$ cat config.mk
export PLATFORM = sky130hd
export DESIGN_NAME = ps2_scancode_encoder_flat
export DESIGN_NICKNAME = d
export VERILOG_FILES = /design/src/rtl/ps2_scancode_encoder_if.sv /design/src/rtl/ps2_scancode_encoder.sv /design/src/flat_wrapper.sv
export SDC_FILE = /design/constraint.sdc
export NUM_CORES = 1
export LEC_CHECK = 0
export ABC_CLOCK_PERIOD_IN_PS = 4200
export BUFFER_PORTS_ARGS = -buffer_cell sky130_fd_sc_hd__buf_2
export CORE_MARGIN = 3
export CORE_UTILIZATION = 50
export DETAILED_ROUTE_END_ITERATION = 10
export GPL_ROUTABILITY_DRIVEN = 0
export MAX_ROUTING_LAYER = met4
export PLACE_DENSITY = 0.75
export SLEW_MARGIN = 20
export SYNTH_ARGS = -nofsm -noshare
export SYNTH_HDL_FRONTEND = slang
export SYNTH_SLANG_ARGS = --single-unit
$ cat constraint.sdc
create_clock -name CLOCK_50 -period 4.2 [get_ports CLOCK_50]
set_input_delay 0.63 -clock CLOCK_50 [delete_from_list [all_inputs] [get_ports CLOCK_50]]
set_output_delay 0.63 -clock CLOCK_50 [all_outputs]
set_load 0.005 [all_outputs]
$ cat src/rtl/ps2_scancode_encoder_if.sv
// Key-request and scancode-byte handshake bundle for ps2_scancode_encoder.
interface ps2_scancode_encoder_if;
  logic       key_valid;
  logic [3:0] key_code;
  logic       key_ready;
  logic [7:0] sc;
  logic       sc_valid;
  logic       sc_ready;
  logic       busy;
  logic       dropped;

  modport slave (
    input  key_valid, key_code, sc_ready,
    output key_ready, sc, sc_valid, busy, dropped
  );

  modport master (
    output key_valid, key_code, sc_ready,
    input  key_ready, sc, sc_valid, busy, dropped
  );
endinterface

$ cat src/rtl/ps2_scancode_encoder.sv
// Queues keypad requests and emits PS/2 Set-2 make/F0/make byte streams.
// Define PS2_ENC_EXT_EN to map key_code 11 to the extended Right-arrow sequence.
module ps2_scancode_encoder #(
  parameter int unsigned GAP_CYCLES = 4,
  parameter int unsigned FIFO_DEPTH = 4
) (
  input logic                   CLOCK_50,
  input logic                   reset,
  ps2_scancode_encoder_if.slave bus
);

  localparam int unsigned PTR_W = $clog2(FIFO_DEPTH);
  localparam int unsigned GAP_W = (GAP_CYCLES > 1) ? $clog2(GAP_CYCLES) : 1;
  localparam logic [GAP_W-1:0] GAP_LAST = (GAP_CYCLES == 0) ? '0 : GAP_W'(GAP_CYCLES - 1);
  localparam logic [PTR_W:0]   FULL_CNT = (PTR_W + 1)'(FIFO_DEPTH);
`ifdef PS2_ENC_EXT_EN
  localparam int unsigned IDX_W = 3;
`else
  localparam int unsigned IDX_W = 2;
`endif

  typedef enum logic [1:0] {IDLE, BYTE, GAP} state_t;

  state_t             state, state_n;
  logic [7:0]         sc_q, sc_n;
  logic               sc_valid_q, sc_valid_n;
  logic [IDX_W-1:0]   idx, idx_n;
  logic [GAP_W-1:0]   gap, gap_n;
  logic [3:0]         code, code_n;
  logic               dropped_q;

  logic [3:0]         mem [FIFO_DEPTH];
  logic [PTR_W-1:0]   wr_ptr, rd_ptr;
  logic [PTR_W:0]     count;
  logic               code_ok, push, pop, refuse;

  function automatic logic [7:0] make_code(input logic [3:0] k);
    case (k)
      4'd0:    make_code = 8'h45;
      4'd1:    make_code = 8'h16;
      4'd2:    make_code = 8'h1E;
      4'd3:    make_code = 8'h26;
      4'd4:    make_code = 8'h25;
      4'd5:    make_code = 8'h2E;
      4'd6:    make_code = 8'h36;
      4'd7:    make_code = 8'h3D;
      4'd8:    make_code = 8'h3E;
      4'd9:    make_code = 8'h46;
      default: make_code = 8'h5A;
    endcase
  endfunction

  function automatic logic [7:0] byte_at(input logic [3:0] k, input logic [IDX_W-1:0] i);
`ifdef PS2_ENC_EXT_EN
    if (k == 4'd11) begin
      case (i)
        3'd0:    byte_at = 8'hE0;
        3'd1:    byte_at = 8'h74;
        3'd2:    byte_at = 8'hE0;
        3'd3:    byte_at = 8'hF0;
        default: byte_at = 8'h74;
      endcase
    end else
`endif
    byte_at = (i == IDX_W'(1)) ? 8'hF0 : make_code(k);
  endfunction

  function automatic logic [IDX_W-1:0] last_idx(input logic [3:0] k);
`ifdef PS2_ENC_EXT_EN
    if (k == 4'd11) return IDX_W'(4);
`endif
    last_idx = IDX_W'(2);
  endfunction

  always_comb begin
    code_ok = (bus.key_code <= 4'd10);
`ifdef PS2_ENC_EXT_EN
    if (bus.key_code == 4'd11) code_ok = 1'b1;
`endif
  end

  assign push   = bus.key_valid & bus.key_ready & code_ok;
  assign refuse = bus.key_valid & (~bus.key_ready | ~code_ok);

  // Zero-gap builds skip GAP entirely and present the next byte straight after the handshake.
  always_comb begin
    state_n    = state;
    sc_n       = sc_q;
    sc_valid_n = sc_valid_q;
    idx_n      = idx;
    gap_n      = gap;
    code_n     = code;
    pop        = 1'b0;
    case (state)
      IDLE: begin
        if (count != '0) begin
          pop        = 1'b1;
          code_n     = mem[rd_ptr];
          idx_n      = '0;
          sc_n       = byte_at(mem[rd_ptr], '0);
          sc_valid_n = 1'b1;
          state_n    = BYTE;
        end
      end
      BYTE: begin
        if (bus.sc_ready) begin
          sc_valid_n = 1'b0;
          gap_n      = '0;
          if (GAP_CYCLES == 0) begin
            if (idx == last_idx(code)) begin
              state_n = IDLE;
            end else begin
              idx_n      = idx + 1'b1;
              sc_n       = byte_at(code, idx + 1'b1);
              sc_valid_n = 1'b1;
            end
          end else begin
            state_n = GAP;
          end
        end
      end
      GAP: begin
        if (gap == GAP_LAST) begin
          if (idx == last_idx(code)) begin
            state_n = IDLE;
          end else begin
            idx_n      = idx + 1'b1;
            sc_n       = byte_at(code, idx + 1'b1);
            sc_valid_n = 1'b1;
            state_n    = BYTE;
          end
        end else begin
          gap_n = gap + 1'b1;
        end
      end
      default: state_n = IDLE;
    endcase
  end

  always_ff @(posedge CLOCK_50) begin
    if (reset) begin
      state      <= IDLE;
      sc_q       <= '0;
      sc_valid_q <= 1'b0;
      idx        <= '0;
      gap        <= '0;
      code       <= '0;
      dropped_q  <= 1'b0;
      wr_ptr     <= '0;
      rd_ptr     <= '0;
      count      <= '0;
    end else begin
      state      <= state_n;
      sc_q       <= sc_n;
      sc_valid_q <= sc_valid_n;
      idx        <= idx_n;
      gap        <= gap_n;
      code       <= code_n;
      dropped_q  <= refuse;
      if (push) begin
        mem[wr_ptr] <= bus.key_code;
        wr_ptr      <= wr_ptr + 1'b1;
      end
      if (pop) rd_ptr <= rd_ptr + 1'b1;
      case ({push, pop})
        2'b10:   count <= count + 1'b1;
        2'b01:   count <= count - 1'b1;
        default: count <= count;
      endcase
    end
  end

  assign bus.key_ready = (count != FULL_CNT);
  assign bus.sc        = sc_q;
  assign bus.sc_valid  = sc_valid_q;
  assign bus.busy      = (state != IDLE) | (count != '0);
  assign bus.dropped   = dropped_q;

endmodule

$ cat src/flat_wrapper.sv
// flat-port wrapper written by rule: the top's interface ports become plain ports
module ps2_scancode_encoder_flat 
#(
  parameter int unsigned GAP_CYCLES = 4,
  parameter int unsigned FIFO_DEPTH = 4
)
  (CLOCK_50, reset, bus_key_valid, bus_key_code, bus_sc_ready, bus_key_ready, bus_sc, bus_sc_valid, bus_busy, bus_dropped);
  ps2_scancode_encoder_if bus_i ();
  input logic CLOCK_50;
  input logic reset;
  input wire logic [$bits(bus_i.key_valid)-1:0] bus_key_valid;
  input wire logic [$bits(bus_i.key_code)-1:0] bus_key_code;
  input wire logic [$bits(bus_i.sc_ready)-1:0] bus_sc_ready;
  output wire logic [$bits(bus_i.key_ready)-1:0] bus_key_ready;
  output wire logic [$bits(bus_i.sc)-1:0] bus_sc;
  output wire logic [$bits(bus_i.sc_valid)-1:0] bus_sc_valid;
  output wire logic [$bits(bus_i.busy)-1:0] bus_busy;
  output wire logic [$bits(bus_i.dropped)-1:0] bus_dropped;
  assign bus_i.key_valid = bus_key_valid;
  assign bus_i.key_code = bus_key_code;
  assign bus_i.sc_ready = bus_sc_ready;
  assign bus_key_ready = bus_i.key_ready;
  assign bus_sc = bus_i.sc;
  assign bus_sc_valid = bus_i.sc_valid;
  assign bus_busy = bus_i.busy;
  assign bus_dropped = bus_i.dropped;
  ps2_scancode_encoder #(.GAP_CYCLES(GAP_CYCLES), .FIFO_DEPTH(FIFO_DEPTH)) u_core (.CLOCK_50(CLOCK_50), .reset(reset), .bus(bus_i));
endmodule
==> results of run 1 <==
[power groups by stage]
stage | clock network [mW] | logic, mW | registers (mW)
after CTS | 0.288 | 0.625 | 0.688
after global routing | 0.313 | 0.706 | 0.703
after global placement | 0 | 0.607 | 0.696
final | 0.280 | 0.618 | 0.687
after floorplan | 0 | 0.501 | 0.680
after detailed placement | 0 | 0.621 | 0.700
[final timing paths]
path	slack, ps	end
setup / recovery	1650	u_core.count[2]
hold / removal	450	u_core.bus.sc[1]
setup reg to reg	1650	u_core.count[2]
hold reg to reg	450	u_core.bus.sc[1]
[routing by layer]
metal  GRT usage, %  vias up
li1               -      890
met1           22.1      801
met5              -        -
met2           26.0       39
met3           3.07        6
met4           5.98        0
[worst min-delay path: stages (launching register included)]
cell and delay, ps:
dfxtp_1 320, nand2_1 50, a21oi_1 50
[cell type report]
| cell class | instances | area (sq um) | area share [%] |
|---|---|---|---|
| repair buffers | 19 | 95.1 | 3.54 |
| well taps | 65 | 81.3 | 3.03 |
| inverters | 16 | 62.6 | 2.33 |
| multi-input cells | 168 | 1160 | 43.1 |
| flip-flops and latches | 52 | 1200 | 44.7 |
| clock buffers | 8 | 90.1 | 3.35 |
[cell usage after synthesis (2+ instances only)]
| library cell | number | area, sq um |
|---|---|---|
| nor2b_1 | 4 | 25.0 |
| mux4_2 | 2 | 45.0 |
| or3_1 | 3 | 18.8 |
| o21ai_1 | 2 | 10.0 |
| xnor2_1 | 3 | 26.3 |
| nor2_1 | 25 | 93.8 |
| dfxtp_1 | 36 | 721 |
| a22oi_1 | 2 | 15.0 |
| o21ai_0 | 11 | 55.1 |
| o22a_1 | 2 | 17.5 |
| and2_1 | 4 | 25.0 |
| o211ai_1 | 2 | 15.0 |
| nand4_1 | 2 | 12.5 |
| inv_1 | 14 | 52.6 |
| nand2b_1 | 2 | 12.5 |
| nand3b_1 | 2 | 15.0 |
| nand3_1 | 9 | 45.0 |
| xor2_1 | 3 | 26.3 |
| edfxtp_1 | 16 | 480 |
| mux4_1 | 2 | 52.6 |
| ha_1 | 17 | 213 |
| o31ai_1 | 2 | 15.0 |
| nand2_1 | 19 | 71.3 |
| clkbuf_1 | 3 | 11.3 |
| nor3_1 | 7 | 35.0 |
| buf_6 | 2 | 22.5 |
| a21oi_1 | 24 | 120 |
| buf_1 | 2 | 7.51 |
[logic make-up after synthesis]
kind of cell | share of synthesized area (%)
XOR/XNOR | 2.13
buffers and inverters | 4.22
flip-flops | 48.8
AO/OA/AOI/OAI | 13.4
AND/OR/NAND/NOR | 17.2
adder cells (fa/ha/maj) | 9.45
multiplexers | 4.83
[layout by cell type, fill, tap and decap left out, types with 3 or more instances in the layout]
cell type and n:
dfxtp_1 36, nor2_1 25, a21oi_1 24, nand2_1 19
buf_2 19, ha_1 17, edfxtp_1 16, inv_1 14
o21ai_0 11, nand3_1 9, nor3_1 7, clkbuf_8 6
and2_1 4, nor2b_1 4, or3_1 3, xor2_1 3
xnor2_1 3
==> qor.txt, run 1 <==
Stages on worst setup path -> 9
non-filler cells, final -> 328
DR WL met2 -> 1.93 mm
Post-CTS Setup Bufs -> 0
RSZ-0062 raised after global routing -> no
CP arrival -> 2770 ps
Final Util -> 58.9%
Post-CTS Resized -> 0
Top Metal Used -> met4
Final Cycle Share -> 60.7%
Setup Skew -> 8.54 ps
top_reg_cell synth -> dfxtp_1
Final min period -> 2550 ps
Cell variety after synth -> 49
First-pass DRT Iterations -> 4
worst skew pair latency -> 300 ps
clk buf depth -> 2
Final Total Pwr -> 1.58 mW
crit path buf inv count -> 2
setup TNS -> 0 ps
combinational share of power -> 39.0%
CTS tree -> done
Residual DRC -> 0
layout cell share with drive strength beyond 1 -> 14.4%
RR Startpoint -> u_core.state[1]
Fmax -> 392 MHz
FF-to-FF path depth -> 9
Data required, critical path -> 4420 ps
Seq pwr share -> 43.4%
Mapped Nets -> 269
final wirelength -> 4.31 mm
layout filler cell count -> 400
CTS buffer count -> 5
# port buffers -> 19
Slew Limit Fails -> 0
core area -> 4560 sq um
design area -> 2690 sq um
final hold viol count -> 0
# IOs -> 20
Mean Syn Cell Area -> 10.1 sq um
Hold Path Stages -> 2
largest net degree at the start of global routing -> 31
Seq cells post-synth -> 52
clk root buf -> clkbuf_8
Tot GR Track Use -> 16.7%
Max-cap violations -> 0
worst slew pin tran -> 614 ps
Hold Startpoint -> u_core.bus.sc[1]
wire per inst -> 13.1 microns
Vias/cell -> 5.29
WL met3 -> 196 microns
Placed Cells -> 320
yosys warns -> 0
DP Area -> 2600 sq um
Initial Util -> 53.9%
Setup crit start -> u_core.state[1]
Hold WS -> 451 ps
Seq/Total Area, Yosys -> 48.8%
ant diodes -> 0
gate count of the mapped netlist -> 243
Post-synth EDFFs -> 16
Horiz. Die Dim -> 76.2 microns
die height -> 76.2 microns
crit-path max FO -> 16
slew margin rel. -> 58.8%
P&R area growth vs syn -> 9.15%
crit path kind -> flip-flop to flip-flop
internal cell power -> 1.01 mW
Sw Pwr -> 571 uW
Critical Path Start Type -> flip-flop
Final HPWL DP -> 3.21 mm
CP endpoint kind -> flip-flop
Crit path max-delay family -> simple AND/OR/NAND/NOR gates
GRT Residual Overflow -> 0
Worst Setup Slack post-DPL -> 1680 ps
CP peak stage delay -> 450 ps
static leakage power -> 1.06 nW
Initial DRC Count -> 81
CTS Sinks -> 52
status -> finished, final reports clean
share of power burned in the clock network -> 17.6%
Via Count -> 1736
post-route setup slack -> 1650 ps
min-delay worst type -> flip-flop to flip-flop
async set-reset flop share out of synthesis -> 0%
vias in the first global route -> 1656
worst path cell trace -> nor2_1 -> nand2_4 -> inv_2 -> ha_1 -> inv_1 -> fa_1 -> xor2_1 -> or3_1 -> a21oi_1
die area -> 5800 sq um
H-Tree Depth -> 2
PD cells -> 590 nW/um^2
WL met1 -> 2.12 mm
Final setup viols -> 0
initial antenna violation count -> 0
sw frac -> 36.0%
Worst-path clk slew -> 90 ps
CP max-delay cell -> dfxtp_1
Worst IR Drop VDD -> 272 uV
cts hold-fix bufs -> 0
row cnt -> 24
Layout Nets -> 288
ANT nets after route -> 0
synthesized area -> 2460 sq um
global-route wire length before repair -> 7.71 mm
Note: power is estimated with default switching activity, not from simulation.
==> run 2: changes to the inputs <==
--- a/config.mk
+++ b/config.mk
@@ -5,14 +5,14 @@
 export SDC_FILE = /design/constraint.sdc
 export NUM_CORES = 1
 export LEC_CHECK = 0
-export ABC_CLOCK_PERIOD_IN_PS = 4200
+export ABC_CLOCK_PERIOD_IN_PS = 2300
 export BUFFER_PORTS_ARGS = -buffer_cell sky130_fd_sc_hd__buf_2
 export CORE_MARGIN = 3
 export CORE_UTILIZATION = 50
 export DETAILED_ROUTE_END_ITERATION = 10
 export GPL_ROUTABILITY_DRIVEN = 0
 export MAX_ROUTING_LAYER = met4
-export PLACE_DENSITY = 0.75
+export PLACE_DENSITY = 0.78
 export SLEW_MARGIN = 20
 export SYNTH_ARGS = -nofsm -noshare
 export SYNTH_HDL_FRONTEND = slang
==> constraint.sdc (replaced) <==
create_clock -name CLOCK_50 -period 2.3 [get_ports CLOCK_50]
set_input_delay 0.345 -clock CLOCK_50 [delete_from_list [all_inputs] [get_ports CLOCK_50]]
set_output_delay 0.345 -clock CLOCK_50 [all_outputs]
set_load 0.005 [all_outputs]
==> run 2 against run 1 <==
  * Utilization rose by 2.2 points
  * Flip-flop and latch count did not move
  * Setup slack got worse by 1500 ps
  * Combinational power rose by 100%
  * Clock power rose by 120%
  * Critical endpoint unchanged
  * Highest routed layer unchanged
==> qor.txt, run 2 (same netlist as run 1, synthesis figures left out) <==
DP Area -> 2660 sq um (was 2600 sq um)
ant diodes -> 0 (unchanged)
static leakage power -> 1.11 nW (was 1.06 nW)
crit-path max FO -> 5 (was 16)
RR Startpoint -> u_core.count[0] (was u_core.state[1])
Placed Cells -> 328 (was 320)
PD cells -> 1120 nW/um^2 (was 590 nW/um^2)
worst skew pair latency -> 300 ps (about the same)
flop-to-flop setup slack -> 110 ps (was 1650 ps)
RSZ-0062 raised after global routing -> yes (was no)
Residual DRC -> 0 (unchanged)
Vias/cell -> 5.28 (was 5.29)
Final Cycle Share -> 95.1% (was 60.7%)
Horiz. Die Dim -> 76.2 microns (unchanged)
Initial DRC Count -> 105 (was 81)
layout cell share with drive strength beyond 1 -> 18.8% (was 14.4%)
die area -> 5800 sq um (unchanged)
final hold viol count -> 0 (unchanged)
First-pass DRT Iterations -> 4 (unchanged)
Worst-path clk slew -> 90 ps (about the same)
RR Endpoint -> u_core.count[2] (unchanged)
Layout Nets -> 297 (was 288)
non-filler cells, final -> 337 (was 328)
ANT nets after route -> 0 (unchanged)
Worst IR Drop VDD -> 565 uV (was 272 uV)
# port buffers -> 19 (unchanged)
worst slew pin tran -> 619 ps (was 614 ps)
GRT Residual Overflow -> 0 (unchanged)
Final HPWL DP -> 3.33 mm (was 3.21 mm)
core area -> 4560 sq um (unchanged)
Fmax -> 457 MHz (was 392 MHz)
Final setup viols -> 0 (unchanged)
CTS tree -> done (unchanged)
vias in the first global route -> 1630 (was 1656)
Slew Limit Fails -> 0 (unchanged)
final wirelength -> 4.61 mm (was 4.31 mm)
Critical Path Start Type -> flip-flop (unchanged)
CP endpoint kind -> flip-flop (unchanged)
Setup Skew -> 3.01 ps (was 8.54 ps)
min-delay worst type -> input pin to flip-flop (was flip-flop to flip-flop)
commonest non-fill, non-tap cell in the layout -> dfxtp_1 (unchanged)
die height -> 76.2 microns (unchanged)
Worst Hold Path EP -> u_core.mem[2][0] (was u_core.bus.sc[1])
Hold Path Stages -> 1 (was 2)
global-route wire length before repair -> 7.58 mm (was 7.71 mm)
Tot GR Track Use -> 16.7% (about the same)
H-Tree Depth -> 2 (unchanged)
largest net degree at the start of global routing -> 21 (was 31)
most frequent cells in the layout -> 36 x dfxtp_1, 25 x nor2_1, 22 x a21oi_1 (was 36 x dfxtp_1, 25 x nor2_1, 24 x a21oi_1)
Data required, critical path -> 2530 ps (was 4420 ps)
status -> finished, final reports clean (unchanged)
Via Count -> 1781 (was 1736)
Hold Startpoint -> bus_key_code[0] (was u_core.bus.sc[1])
CTS Sinks -> 52 (unchanged)
clk root buf -> clkbuf_8 (unchanged)
cts hold-fix bufs -> 0 (unchanged)
Initial Util -> 53.9% (unchanged)
crit path kind -> flip-flop to flip-flop (unchanged)
Final min period -> 2190 ps (was 2550 ps)
slew margin rel. -> 58.5% (was 58.8%)
initial antenna violation count -> 0 (unchanged)
design area -> 2790 sq um (was 2690 sq um)
CP arrival -> 2420 ps (was 2770 ps)
Max-cap violations -> 0 (unchanged)
clk buf depth -> 2 (unchanged)
# IOs -> 20 (unchanged)
CTS buffer count -> 5 (unchanged)
FF-to-FF path depth -> 9 (unchanged)
wire per inst -> 13.7 microns (was 13.1 microns)
P&R area growth vs syn -> 13.2% (was 9.15%)
row cnt -> 24 (unchanged)
run 2: cell count changes in the layout (fill, tap and decap cells not counted), moves of 2 or more:
cell / delta
a21oi_1: -2
a21oi_2: +2
buf_4: +9
clkbuf_1: -2
run 2: report_power, final:
part | switching [mW] | internal, mW
combinational | 0.733 | 0.529
clock | 0.297 | 0.322
sequential | 0.0846 | 1.14
run 2: stage by stage:
| stage | power (mW) | setup WS (ps) | setup TNS, ps | hold WS (ps) | utilization, % |
|---|---|---|---|---|---|
| CTS | 3.10 | 56.8 | 0 | 267 | 60.7 |
| floorplan | 2.16 | 136 | 0 | 444 | - |
| detailed placement | 2.47 | 12.7 | 0 | 442 | 58.2 |
| finish | 3.11 | 113 | 0 | 270 | 61.0 |
| global placement | 2.45 | 103 | 0 | 434 | 58.2 |
| global route | 3.34 | -52.8 | -52.8 | 275 | 61.0 |
run 2: worst max-delay path by stage:
stage | start | end | slack [ps]
final | u_core.count[0] | u_core.count[2] | 110
after global routing | u_core.count[0] | u_core.count[2] | -50
after CTS | u_core.count[0] | u_core.count[2] | 60
after detailed placement | bus_key_code[1] | u_core.count[2] | 10
after global placement | bus_key_code[1] | u_core.count[2] | 100
after floorplan | u_core.state[1] | u_core.count[2] | 140
run 2: worst max-delay path, stage by stage (launching register included):
cell,delay [ps]
dfxtp_1,350
nor2_1,160
a22oi_1,150
nand2_1,150
ha_1,190
inv_1,60
fa_1,420
xor2_1,160
or3_1,310
a21oi_1,160
run 2: cell type report:
type	count	area, sq um
tap	65	81.3
clock buffer	5	68.8
timing repair buffer	28	163
sequential	52	1200
fill	385	1780
inverter	16	65.1
clock inverter	3	42.5
multi-input combinational	168	1160
run 2: routing by layer:
metal / vias to the layer above / routed length (microns) / global-route usage (%)
met5: - / 0 / -
met1: 833 / 2190 / 21.7
li1: 908 / - / -
met3: 8 / 170 / 3.31
met2: 32 / 2180 / 26.4
met4: 0 / 69 / 5.43
run 2: repair_timing:
action | 4_1_cts | 5_1_grt
setup endpoints to repair | 0 | 4
setup buffers | 0 | 1
gates resized for setup | 0 | 3
==> run 3: changes to the inputs <==
--- a/config.mk
+++ b/config.mk
@@ -7,7 +7,7 @@
 export LEC_CHECK = 0
 export ABC_CLOCK_PERIOD_IN_PS = 2300
 export BUFFER_PORTS_ARGS = -buffer_cell sky130_fd_sc_hd__buf_2
-export CORE_MARGIN = 3
+export CORE_MARGIN = 2
 export CORE_UTILIZATION = 50
 export DETAILED_ROUTE_END_ITERATION = 10
 export GPL_ROUTABILITY_DRIVEN = 0
==> run 3 against run 2 <==
  * Sequential power is essentially flat
  * Cell count grew 0.89%
  * Critical path type unchanged
  * Critical endpoint unchanged
  * Largest cell class unchanged
  * Die area shrank 5.2%
  * Sequential share of layout area grew 0.21 points
  * Clock skew grew 2.0 ps
==> qor.txt, run 3 (same netlist as run 1, synthesis figures left out) <==
design area -> 2780 sq um (was 2790 sq um)
P&R area growth vs syn -> 13.0% (was 13.2%)
Final HPWL DP -> 3.40 mm (was 3.33 mm)
worst slew pin tran -> 371 ps (was 619 ps)
CTS tree -> done (unchanged)
CP peak stage delay -> 440 ps (was 420 ps)
clk buf depth -> 2 (unchanged)
Data required, critical path -> 2540 ps (was 2530 ps)
Via Count -> 1812 (was 1781)
largest net degree at the start of global routing -> 17 (was 21)
Layout Nets -> 298 (was 297)
Vias/cell -> 5.33 (was 5.28)
Placed Cells -> 331 (was 328)
worst path cell trace -> or3_1 -> nand2_4 -> inv_4 -> ha_2 -> inv_1 -> fa_1 -> xor2_1 -> or3_1 -> a21oi_1 (was nor2_1 -> a22oi_1 -> nand2_1 -> ha_1 -> inv_1 -> fa_1 -> xor2_1 -> or3_1 -> a21oi_1)
Initial DRC Count -> 89 (was 105)
DP Area -> 2670 sq um (was 2660 sq um)
clk root buf -> clkbuf_8 (unchanged)
First-pass DRT Iterations -> 4 (unchanged)
vias in the first global route -> 1686 (was 1630)
Initial Util -> 52.1% (was 53.9%)
H-Tree Depth -> 2 (unchanged)
layout cell share with drive strength beyond 1 -> 20.5% (was 18.8%)
Final Total Pwr -> 3.02 mW (was 3.11 mW)
Worst Setup Slack post-DPL -> 15.5 ps (was 12.7 ps)
die height -> 74.2 microns (was 76.2 microns)
CP endpoint kind -> flip-flop (unchanged)
Critical Path Start Type -> flip-flop (unchanged)
Hold WS -> 274 ps (was 270 ps)
# IOs -> 20 (unchanged)
setup TNS -> 0 ps (unchanged)
crit-path max FO -> 7 (was 5)
Final Cycle Share -> 93.8% (was 95.1%)
final hold viol count -> 0 (unchanged)
PD cells -> 1090 nW/um^2 (was 1120 nW/um^2)
ANT nets after route -> 0 (unchanged)
core area -> 4720 sq um (was 4560 sq um)
wire per inst -> 13.6 microns (was 13.7 microns)
GRT Residual Overflow -> 0 (unchanged)
CP arrival -> 2390 ps (was 2420 ps)
status -> finished, final reports clean (unchanged)
worst skew pair latency -> 300 ps (about the same)
Tot GR Track Use -> 19.7% (was 16.7%)
row cnt -> 25 (was 24)
Horiz. Die Dim -> 74.2 microns (was 76.2 microns)
non-filler cells, final -> 340 (was 337)
commonest non-fill, non-tap cell in the layout -> dfxtp_1 (unchanged)
Residual DRC -> 0 (unchanged)
static leakage power -> 1.10 nW (was 1.11 nW)
Worst IR Drop VDD -> 553 uV (was 565 uV)
post-route setup slack -> 142 ps (was 113 ps)
CP max-delay cell -> fa_1 (unchanged)
slew margin rel. -> 75.1% (was 58.5%)
CTS buffer count -> 5 (unchanged)
Final min period -> 2160 ps (was 2190 ps)
crit path kind -> flip-flop to flip-flop (unchanged)
CP most frequent cell -> or3_1
Slew Limit Fails -> 0 (unchanged)
global-route wire length before repair -> 7.79 mm (was 7.58 mm)
Final Util -> 58.9% (was 61.0%)
Worst-path clk slew -> 90 ps (about the same)
min-delay worst type -> input pin to flip-flop (unchanged)
Fmax -> 463 MHz (was 457 MHz)
RSZ-0062 raised after global routing -> no (was yes)
CTS Sinks -> 52 (unchanged)
Final setup viols -> 0 (unchanged)
Max-cap violations -> 0 (unchanged)
ant diodes -> 0 (unchanged)
final wirelength -> 4.62 mm (was 4.61 mm)
die area -> 5500 sq um (was 5800 sq um)
Crit path max-delay family -> adder cells (was simple AND/OR/NAND/NOR gates)
most frequent cells in the layout -> 33 x dfxtp_1, 23 x a21oi_1, 23 x nor2_1 (was 36 x dfxtp_1, 25 x nor2_1, 22 x a21oi_1)
initial antenna violation count -> 0 (unchanged)
crit path buf inv count -> 2 (was 1)
# port buffers -> 19 (unchanged)
Setup Skew -> 4.96 ps (was 3.01 ps)
## run 3: cell count changes in the layout (fill, tap and decap cells not counted), moves of 2 or more
cell,change
nor2_1,-2
dfxtp_2,+3
dfxtp_1,-3
nor2_2,+2
## run 3: timing repair
| action | CTS | global route |
|---|---|---|
| hold endpoints to repair | 0 | 0 |
| hold buffers | 0 | 0 |
| setup endpoints to repair | 0 | 3 |
| setup buffers | 0 | 1 |
| resized for setup | 0 | 9 |
## run 3: area by class of cell
cell class | instances | area, sq um
clock inverters | 2 | 11.3
repair buffers | 29 | 170
flip-flops and latches | 52 | 1200
well taps | 67 | 83.8
inverters | 16 | 65.1
multi-input cells | 168 | 1170
clock buffers | 6 | 72.6
fillers | 405 | 1940
## run 3: layer usage
layer / wire length [microns] / track usage [%] / vias to the layer above
met5: 0 / - / -
met4: 99 / 7.68 / 0
met3: 156 / 4.47 / 7
met2: 2220 / 30.8 / 28
met1: 2140 / 25.0 / 869
li1: - / - / 908
## run 3: worst register-to-register path, cell delays in order, from the launching register on
cell     delay (ps)
dfxtp_2         380
or3_1           180
nand2_4         100
inv_4           120
ha_2            200
inv_1            60
fa_1            440
xor2_1          170
or3_1           310
a21oi_1         130
## run 3: report_power, final
group	switching (mW)	total, mW	leakage (nW)	internal, mW
combinational	0.733	1.29	0.620	0.554
sequential	0.0906	1.23	0.442	1.14
clock	0.285	0.497	0.0388	0.211
total	1.11	3.02	1.10	1.91
## run 3: path summary, 6_finish.rpt
kind,from,to,slack (ps),cells past startpoint
max,u_core.count[2],u_core.count[2],140,9
min,bus_key_code[2],u_core.mem[0][2],270,1
max reg2reg,u_core.count[2],u_core.count[2],140,9
min reg2reg,u_core.bus.sc[1],u_core.bus.sc[1],450,2
